--- src/rtl/mem_copy_master.sv ---
// -----------------------------------------------------------------------------
// mem_copy_master
//
// Byte-wise copy engine for the minimal external-memory master interface.
// A start pulse latches a source base, a destination base and a byte count.
// The block then issues one read and one write per byte on the Mout_* bus,
// in ascending address order, and signals completion with a one-cycle
// done pulse. It is intended as a preload / relocation helper next to an
// HLS-generated core.
//
// Optional feature macro: MEM_COPY_TIMEOUT_EN
//   When defined, each outstanding request is guarded by a watchdog counter.
//   If TIMEOUT_CYCLES cycles pass without M_DataRdy, the request is dropped,
//   error_port is raised and the copy terminates through DONE. error_port
//   stays high until the next accepted start or reset. When undefined, there
//   is no counter, error_port is tied low and requests wait indefinitely.
//
// Ports
//   clock              rising-edge clock
//   reset              asynchronous, active-low reset
//   start_port         start pulse, only sampled while idle
//   src_addr           source base byte address
//   dst_addr           destination base byte address
//   length             number of bytes to copy (0 is legal)
//   done_port          one-cycle completion pulse
//   error_port         watchdog abort flag
//   Mout_oe_ram        read request
//   Mout_we_ram        write request
//   Mout_addr_ram      request byte address
//   Mout_Wdata_ram     write data
//   Mout_data_ram_size transfer size in bits (8 while requesting, else 0)
//   M_Rdata_ram        read data, valid in the M_DataRdy cycle of a read
//   M_DataRdy          request accepted / completed
// -----------------------------------------------------------------------------
module mem_copy_master #(
    parameter int BITSIZE_addr = 13,
    parameter int BITSIZE_data = 8,
    parameter int BITSIZE_size = 4
`ifdef MEM_COPY_TIMEOUT_EN
    ,
    parameter int TIMEOUT_CYCLES = 1024
`endif
) (
    input  logic                    clock,
    input  logic                    reset,
    input  logic                    start_port,
    input  logic [BITSIZE_addr-1:0] src_addr,
    input  logic [BITSIZE_addr-1:0] dst_addr,
    input  logic [BITSIZE_addr-1:0] length,
    output logic                    done_port,
    output logic                    error_port,
    output logic                    Mout_oe_ram,
    output logic                    Mout_we_ram,
    output logic [BITSIZE_addr-1:0] Mout_addr_ram,
    output logic [BITSIZE_data-1:0] Mout_Wdata_ram,
    output logic [BITSIZE_size-1:0] Mout_data_ram_size,
    input  logic [BITSIZE_data-1:0] M_Rdata_ram,
    input  logic                    M_DataRdy
);

    typedef enum logic [1:0] {
        IDLE  = 2'd0,
        READ  = 2'd1,
        WRITE = 2'd2,
        DONE  = 2'd3
    } state_t;

    state_t state;
    state_t next_state;

    logic [BITSIZE_addr-1:0] src_q;
    logic [BITSIZE_addr-1:0] dst_q;
    logic [BITSIZE_addr-1:0] len_q;
    logic [BITSIZE_addr-1:0] idx;
    logic [BITSIZE_addr-1:0] idx_next;
    logic [BITSIZE_data-1:0] buf_q;

    logic start_accept;
    logic timeout_hit;

    // A start is only honoured from IDLE; anything seen mid-copy is ignored.
    assign start_accept = (state == IDLE) && start_port;

    // Index of the following byte; natural wrap keeps the modulo arithmetic.
    assign idx_next = idx + BITSIZE_addr'(1);

    // State register.
    always_ff @(posedge clock or negedge reset) begin
        if (!reset) begin
            state <= IDLE;
        end else begin
            state <= next_state;
        end
    end

    // Next-state logic. A zero-length copy goes straight to DONE so the
    // completion pulse still appears one cycle after start. A watchdog
    // expiry (only possible when the timeout feature is built in) also
    // ends the copy through DONE so the caller always sees one pulse.
    always_comb begin
        next_state = state;
        case (state)
            IDLE: begin
                if (start_port) begin
                    next_state = (length == '0) ? DONE : READ;
                end
            end
            READ: begin
                if (M_DataRdy) begin
                    next_state = WRITE;
                end else if (timeout_hit) begin
                    next_state = DONE;
                end
            end
            WRITE: begin
                if (M_DataRdy) begin
                    next_state = (idx_next == len_q) ? DONE : READ;
                end else if (timeout_hit) begin
                    next_state = DONE;
                end
            end
            DONE: begin
                next_state = IDLE;
            end
            default: begin
                next_state = IDLE;
            end
        endcase
    end

    // Copy parameters and progress. The inputs are captured once at start
    // and never re-sampled, so the caller may change them during a copy.
    // The read byte is held in buf_q for the following write, which is what
    // makes overlapping forward copies replicate the source pattern.
    always_ff @(posedge clock or negedge reset) begin
        if (!reset) begin
            src_q <= '0;
            dst_q <= '0;
            len_q <= '0;
            idx   <= '0;
            buf_q <= '0;
        end else begin
            if (start_accept) begin
                src_q <= src_addr;
                dst_q <= dst_addr;
                len_q <= length;
                idx   <= '0;
            end
            if ((state == READ) && M_DataRdy) begin
                buf_q <= M_Rdata_ram;
            end
            if ((state == WRITE) && M_DataRdy) begin
                idx <= idx_next;
            end
        end
    end

    // Bus outputs are decoded purely from the state register and the
    // registered copy parameters, so M_DataRdy never reaches Mout_* within
    // the same cycle. Everything idles at zero outside READ/WRITE, which
    // also makes all outputs drop to zero as soon as reset is asserted.
    always_comb begin
        Mout_oe_ram        = 1'b0;
        Mout_we_ram        = 1'b0;
        Mout_addr_ram      = '0;
        Mout_Wdata_ram     = '0;
        Mout_data_ram_size = '0;
        done_port          = 1'b0;
        case (state)
            READ: begin
                Mout_oe_ram        = 1'b1;
                Mout_addr_ram      = src_q + idx;
                Mout_data_ram_size = BITSIZE_size'(8);
            end
            WRITE: begin
                Mout_we_ram        = 1'b1;
                Mout_addr_ram      = dst_q + idx;
                Mout_Wdata_ram     = buf_q;
                Mout_data_ram_size = BITSIZE_size'(8);
            end
            DONE: begin
                done_port = 1'b1;
            end
            default: begin
                done_port = 1'b0;
            end
        endcase
    end

`ifdef MEM_COPY_TIMEOUT_EN
    localparam int CNT_W = $clog2(TIMEOUT_CYCLES + 1);

    logic [CNT_W-1:0] wait_cnt;
    logic             request_active;
    logic             error_q;

    assign request_active = (state == READ) || (state == WRITE);

    // The counter holds the number of cycles the current request has
    // already waited, starting at 0 in its first cycle. Expiry is flagged
    // in the last allowed cycle so the request is visible for exactly
    // TIMEOUT_CYCLES cycles before being dropped.
    assign timeout_hit = request_active && !M_DataRdy &&
                         (wait_cnt == CNT_W'(TIMEOUT_CYCLES - 1));

    // Watchdog counter and sticky error flag. The counter clears whenever a
    // request completes, so every new request starts its own budget. The
    // error flag survives the DONE pulse and is cleared by the next start.
    always_ff @(posedge clock or negedge reset) begin
        if (!reset) begin
            wait_cnt <= '0;
            error_q  <= 1'b0;
        end else begin
            if (request_active && !M_DataRdy) begin
                wait_cnt <= wait_cnt + CNT_W'(1);
            end else begin
                wait_cnt <= '0;
            end
            if (start_accept) begin
                error_q <= 1'b0;
            end else if (timeout_hit) begin
                error_q <= 1'b1;
            end
        end
    end

    assign error_port = error_q;
`else
    assign timeout_hit = 1'b0;
    assign error_port  = 1'b0;
`endif

endmodule

--- config.mk ---
export PLATFORM = sky130hd
export DESIGN_NAME = mem_copy_master
export DESIGN_NICKNAME = d
export VERILOG_FILES = /design/src/rtl/mem_copy_master.sv
export SDC_FILE = /design/constraint.sdc
export NUM_CORES = 1
export LEC_CHECK = 0
export ABC_CLOCK_PERIOD_IN_PS = 3100
export CAP_MARGIN = 20
export CORE_AREA = 2 2 94 96
export CTS_BUF_LIST = sky130_fd_sc_hd__clkbuf_16
export CTS_CLUSTER_SIZE = 30
export DETAILED_ROUTE_END_ITERATION = 6
export DIE_AREA = 0 0 96 98
export PLACE_DENSITY_LB_ADDON = 0.15
export SETUP_SLACK_MARGIN = 0.02
export SYNTH_ARGS = -nofsm -noshare
export SYNTH_HDL_FRONTEND = slang
export SYNTH_SLANG_ARGS = --single-unit
--- constraint.sdc ---
create_clock -name clock -period 3.1 [get_ports clock]
set_input_delay 0.31 -clock clock [delete_from_list [all_inputs] [get_ports clock]]
set_output_delay 0.31 -clock clock [all_outputs]
set_load 0.005 [all_outputs]
==> results.md, run 1 <==
* Seq/Total Area, Yosys at 41.55%
* Antenna Diode Count at 0
* Post-layout utilization of the core at 62.49%
* Count of yosys warnings during synthesis at 0
* Time the worst path needs with I/O delays and setup at 3.291 ns
* Leakage power of the design at 0.002242 µW
* Maximum clock insertion buffer count at 2
* Core Box Area at 8466 µm²
* Via count of the first global-routing pass at 2998
* First-pass iteration count of the detailed router at 4
* Width of the die at 96 µm
* Final #Nets at 526
* Fraction of met3 tracks used by global routing at 5.556%
* Number of I/O port buffers at 75
* Synth Area per Inst at 10.76 µm²
* Top library cells by usage in the layout, fill and taps aside: 65 x sky130_fd_sc_hd__clkdlybuf4s50_1, 62 x sky130_fd_sc_hd__dfrtp_1, 53 x sky130_fd_sc_hd__mux2_2, 35 x sky130_fd_sc_hd__buf_4, 26 x sky130_fd_sc_hd__nor2_1
* Reg-to-reg critical path startpoint: state[0]
* Most frequent cell on the critical path: sky130_fd_sc_hd__ha_4
* Kind of cell with the highest combined delay on the critical path: compound AO/OA/AOI/OAI gates
* Area after detailed placement at 4776 µm²
* Final worst-path setup slack at -0.1914 ns
* Fraction of the mapped netlist area in compound gates at 10.66%
* Startpoint kind of the worst setup timing path: flop
* Count of state elements after synthesis at 62
* Beginning of the critical path: state[0]
* Synth Instances at 347
* Fraction of final layout cells with drive strength greater than 1 at 32.32%
* Highest clock rate at 303.8 MHz
* Worst hold margin at 0.4244 ns
* Clock tree from TritonCTS: built
* Routed Wire Length at 8779 µm
* Largest net degree at the start of global routing at 29
* Final worst path period share at 106.2%
* Drt first-iter violations at 66
* Vert. Die Dim at 98 µm
* Clock-pin slew reported for the worst setup and hold paths after clock tree synthesis at 0.05 ns
* Max-slew headroom at 56.93%
* Dominant combinational cell family by area after synthesis: multiplexers
* Post-synthesis xor/xnor area fraction at 7.038%
* Arrival time at the worst endpoint at 2.98 ns
* Number of vias in the routed layout at 3015
* Total global-route track usage at 20.19%
* Share of synthesized flip-flops with an asynchronous set or reset at 100.0%
* Number of nets with antenna violations after routing at 0
* Pre-CTS setup slack at -0.3104 ns
* Violations in the final reports: setup timing
* Main synth FF type: sky130_fd_sc_hd__dfrtp_1
* Most area-hungry cell type in the Yosys netlist: sky130_fd_sc_hd__dfrtp_1
* Cell area after technology mapping at 3734 µm²
* Via density per instance at 5.299
* Post-route cell area at 5290 µm²
* Global routing usage on met1 at 26.13%
* Largest incremental delay on the critical path at 0.38 ns
* Run status: complete, but fails checks
* Synthesis-to-layout area growth at 41.69%
* Simple-gate share of the synthesized area at 12.63%
* Endpoints failing hold at 0
* Hold WC Path Type: primary input to async pin
* Number of buffers added by the clock tree synthesis step at 9
* Global-route layer with the greatest usage: met2
* Die Area at 9408 µm²
* Final RePlAce weighted congestion at 0.8421
* Clock latency on the worst-skew pair at 0.32 ns
* Initial antenna violation count at 0
* Endpoints failing setup at 6
* Required arrival time at the worst endpoint at 2.79 ns
* Areal power density over the cells at 965.1 nW/µm²
* Mux cell area share after synthesis at 18.06%
* Unrepaired setup endpoints after global routing: true
* HPWL after detailed placement at 6561 µm
* Most frequent standard cell in the layout excluding fill and tap cells: sky130_fd_sc_hd__clkdlybuf4s50_1
* Worst path cell trace: inv_2 -> ha_4 -> mux2_4 -> ha_4 -> fa_2 -> a21oi_2 -> o211ai_1 -> o41ai_2 -> buf_4 -> o21ai_2 -> xnor2_1 -> nor2_1 -> buf_2
* Post-Synth Adder-Cell Area at 6.568%
* Total chip power at 5105 µW
* Detail-routed net length per standard cell at 15.43 µm
* Worst Path Max Fanout at 4
* Yosys cell types at 49
* Maximum Capacitance Violations at 0
* CP Capture Type: output pin
* Worst supply voltage drop on vdd at 0.3690 mV
* Met2 layer usage reported by global route at 33.07%
* Standard cell with the maximum stage delay on the critical path: sky130_fd_sc_hd__dfrtp_1
* Slew at the pin closest to its max-slew limit at 0.6445 ns
* Post-synth top area share at 41.55%
* Floorplan row count at 34
* # H-tree levels at 3
* Clock skew at 0.004889 ns
* CP Class: flop to output pin
* CP bufs+invs at 3
* Number of remaining DRC errors at 0
* Number of enable-type register cells in the synthesized netlist at 0
* First-pass GRT wire length at 14660 µm
* Final-report max-slew violation count at 0
* Remaining global-route overflow at 0
* Top-level I/O count at 80
* CTS Root Buffer Type: sky130_fd_sc_hd__clkbuf_16
* Top post-synthesis cells by area: sky130_fd_sc_hd__dfrtp_1 42%, sky130_fd_sc_hd__mux2_2 18%, sky130_fd_sc_hd__ha_1 6.0%
* Initial Util at 44.10%
* TritonCTS Sinks at 62
[report_power, final]
group | switching, µW | internal, µW | total [µW]
logic | 1180 | 1610 | 2790
clock network | 337 | 608 | 944
registers | 215 | 1160 | 1370
[metal layers]
metal  share of wire, %  vias up
met5                  0        -
met1                 44     1472
met3                4.8        8
met4                1.2        0
li1                   -     1450
met2                 50       85
[synthesized netlist by cell type, drive strengths merged, types with 2 or more instances]
| cell type | number |
|---|---|
| o31ai | 7 |
| buf | 13 |
| ha | 18 |
| dfrtp | 62 |
| o41ai | 2 |
| clkbuf | 6 |
| inv | 6 |
| nor2 | 27 |
| nand4 | 5 |
| nand2 | 14 |
| a211oi | 4 |
| or2 | 2 |
| nor3 | 8 |
| and2 | 11 |
| xnor2 | 20 |
| a21oi | 8 |
| o21ai | 28 |
| nand3 | 12 |
| nor4 | 3 |
| mux2 | 59 |
| xor2 | 10 |
| a31oi | 4 |
| and3 | 3 |
[final timing paths]
kind | slack (ns) | endpoint | depth (start not counted)
max in group asynchronous | 1.98 | idx[11] | 3
max reg2reg | 0.84 | dst_q[0] | 8
min | 0.42 | dst_q[3] | 2
min reg2reg | 0.49 | buf_q[6] | 1
max | -0.19 | Mout_addr_ram[12] | 13
min in group clock | 0.49 | buf_q[6] | 1
[kinds of logic after synthesis]
family / Yosys count
AND/OR/NAND/NOR: 88
buffers and inverters: 26
multiplexers: 60
flip-flops: 62
adder cells (fa/ha/maj): 19
AO/OA/AOI/OAI: 61
other: 1
XOR/XNOR: 30
[flip-flops by register name (all words and copies together), names as in the netlist]
name,cells
state,2
len_q,13
dst_q,13
src_q,13
idx,13
buf_q,8
[repair_timing]
action	in CTS	in global routing
pin swaps	18	4
resized for setup	56	4
buffers inserted	9	3
endpoints found under the hold margin	14	0
setup endpoints to repair	10	9
cloned	0	0
hold buffers	1	0
[final cells by class]
cell class,instances,area [µm²]
inverters,7,26.28
multi-input cells,262,2257
fillers,701,3176
well taps,108,135.1
clock inverters,7,57.56
repair buffers,114,1037
flip-flops and latches,62,1551
clock buffers,9,225.2
[per-stage QoR]
| step | instances | TNS (ns) |
|---|---|---|
| floorplan | 350 | 0 |
| global placement | 541 | -1.329 |
| detailed placement | 541 | -1.640 |
| CTS | 566 | -0.6867 |
| global route | 569 | -1.706 |
| finish | 569 | -0.5279 |
(Power assumes the default switching activity.)
==> inputs of run 2 (changes only) <==
--- a/config.mk
+++ b/config.mk
@@ -12,6 +12,7 @@
 export CTS_CLUSTER_SIZE = 30
 export DETAILED_ROUTE_END_ITERATION = 6
 export DIE_AREA = 0 0 96 98
+export MAX_ROUTING_LAYER = met4
 export PLACE_DENSITY_LB_ADDON = 0.15
 export SETUP_SLACK_MARGIN = 0.02
 export SYNTH_ARGS = -nofsm -noshare
==> results.md, run 2 (synthesized netlist as in run 1, its figures left out) <==
* Run status: complete, but fails checks
* Violations in the final reports: setup timing
* Detail-routed net length per standard cell at 15.45 µm
* Leakage power of the design at 0.002242 µW
* Routed Wire Length at 8790 µm
* Arrival time at the worst endpoint at 2.98 ns
* Required arrival time at the worst endpoint at 2.79 ns
* Post-route cell area at 5290 µm²
* Clock tree from TritonCTS: built
* Number of I/O port buffers at 75
* Maximum Capacitance Violations at 0
* Via density per instance at 5.301
* Clock-pin slew reported for the worst setup and hold paths after clock tree synthesis at 0.05 ns
* Setup total negative slack at -0.5235 ns
* Total chip power at 5108 µW
* Top library cells by usage in the layout, fill and taps aside: 65 x sky130_fd_sc_hd__clkdlybuf4s50_1, 62 x sky130_fd_sc_hd__dfrtp_1, 53 x sky130_fd_sc_hd__mux2_2, 35 x sky130_fd_sc_hd__buf_4, 26 x sky130_fd_sc_hd__nor2_1
* Areal power density over the cells at 965.5 nW/µm²
* Remaining global-route overflow at 0
* Number of buffers added by the clock tree synthesis step at 9
* CTS Root Buffer Type: sky130_fd_sc_hd__clkbuf_16
* Endpoints failing hold at 0
* Worst hold margin at 0.4245 ns
* Vert. Die Dim at 98 µm
* Highest clock rate at 304.0 MHz
* Number of nets with antenna violations after routing at 0
* Largest incremental delay on the critical path at 0.38 ns
* Hold WC Path Type: primary input to async pin
* Clock skew at 0.005202 ns
* Unrepaired setup endpoints after global routing: true
* Antenna Diode Count at 0
* Post-layout utilization of the core at 62.49%
* Maximum clock insertion buffer count at 2
* Number of vias in the routed layout at 3016
* Final RePlAce weighted congestion at 0.8552
* Area occupied by multi-input gates at 2257 µm²
* CP Capture Type: output pin
* Final-report max-slew violation count at 0
* Top-level I/O count at 80
* TritonCTS Sinks at 62
* Via count of the first global-routing pass at 2993
* Largest net degree at the start of global routing at 29
* Most frequent standard cell in the layout excluding fill and tap cells: sky130_fd_sc_hd__clkdlybuf4s50_1
* Worst Path Max Fanout at 4
* First-pass GRT wire length at 14660 µm
* Die Area at 9408 µm²
* First-pass iteration count of the detailed router at 4
* Time the worst path needs with I/O delays and setup at 3.289 ns
* # H-tree levels at 3
* Final #Nets at 526
* Standard cell with the maximum stage delay on the critical path: sky130_fd_sc_hd__dfrtp_1
* Endpoints failing setup at 6
* Initial Util at 44.10%
* Sequential Area at 1551 µm²
* Clock latency on the worst-skew pair at 0.32 ns
* Worst supply voltage drop on vdd at 0.3686 mV
* CP Class: flop to output pin
* Final worst path period share at 106.1%
* Core Box Area at 8466 µm²
* Total global-route track usage at 20.82%
* Drt first-iter violations at 79
* Startpoint kind of the worst setup timing path: flop
* Floorplan row count at 34
* HPWL after detailed placement at 6561 µm
* Fraction of final layout cells with drive strength greater than 1 at 32.32%
* Width of the die at 96 µm
* Number of remaining DRC errors at 0
* Worst path cell trace: inv_2 -> ha_4 -> mux2_4 -> ha_4 -> fa_2 -> a21oi_2 -> o211ai_1 -> o41ai_2 -> buf_4 -> o21ai_2 -> xnor2_1 -> nor2_1 -> buf_2
* Slew at the pin closest to its max-slew limit at 0.6409 ns
* Filler Cell Count at 701
* Initial antenna violation count at 0
* Synthesis-to-layout area growth at 41.69%
* Area after detailed placement at 4776 µm²
* Final worst-path setup slack at -0.1893 ns
* Max-slew headroom at 57.17%
* Most frequent cell on the critical path: sky130_fd_sc_hd__ha_4
==> run 2: cell counts in the layout (fill, tap and decap cells not counted) <==
No cell type changed its count.
==> run 2: through the flow <==
step           std cells  setup slack [ns]
2_1_floorplan        350           0.03297
3_3_place_gp         541           -0.2756
3_5_place_dp         541           -0.3104
4_1_cts              566           -0.2103
5_1_grt              569           -0.3923
6_report             569           -0.1893
==> run 2: path summary, 6_finish.rpt <==
check                          from                end  slack, ns  cells after the start
min                           reset           dst_q[3]       0.42                      2
min reg2reg                buf_q[6]           buf_q[6]       0.49                      1
max in group asynchronous     reset            idx[11]       1.98                      3
max reg2reg                state[0]           dst_q[0]       0.84                      8
min in group clock         buf_q[6]           buf_q[6]       0.49                      1
max                        state[0]  Mout_addr_ram[12]      -0.19                     13
==> run 2: cell type report <==
type	count	area share, %
clock inverters	7	1.088
well taps	108	2.554
flip-flops and latches	62	29.33
inverters	7	0.4967
multi-input cells	262	42.67
clock buffers	9	4.257
repair buffers	114	19.61
==> run 2: critical path: cells and delay by family, from the launching register on <==
| kind | cells | cell delay (ns) |
|---|---|---|
| adder cells (fa/ha/maj) | 3 | 0.68 |
| XOR/XNOR | 1 | 0.12 |
| flip-flops | 1 | 0.38 |
| buffers and inverters | 3 | 0.38 |
| AO/OA/AOI/OAI | 4 | 0.69 |
| multiplexers | 1 | 0.32 |
| AND/OR/NAND/NOR | 1 | 0.08 |
==> run 2: repair_timing <==
item / CTS / global route
setup buffers: 9 / 3
setup endpoints to repair: 10 / 9
hold endpoints to repair: 14 / 0
hold buffers: 1 / 0
pin swaps: 18 / 4
gates resized for setup: 56 / 4
==> run 2: where the power goes <==
part,internal [µW],total [µW],switching (µW)
logic,1610,2790,1180
clock network,608,944,336
registers,1160,1370,216
==> run 2: per-layer routing <==
layer | routed length [µm] | track usage, % | vias to the layer above
met5 | 0 | - | -
met4 | 93 | 5.385 | 0
met3 | 456 | 5.556 | 8
met2 | 4387 | 33.01 | 81
met1 | 3852 | 26.28 | 1476
li1 | - | - | 1451
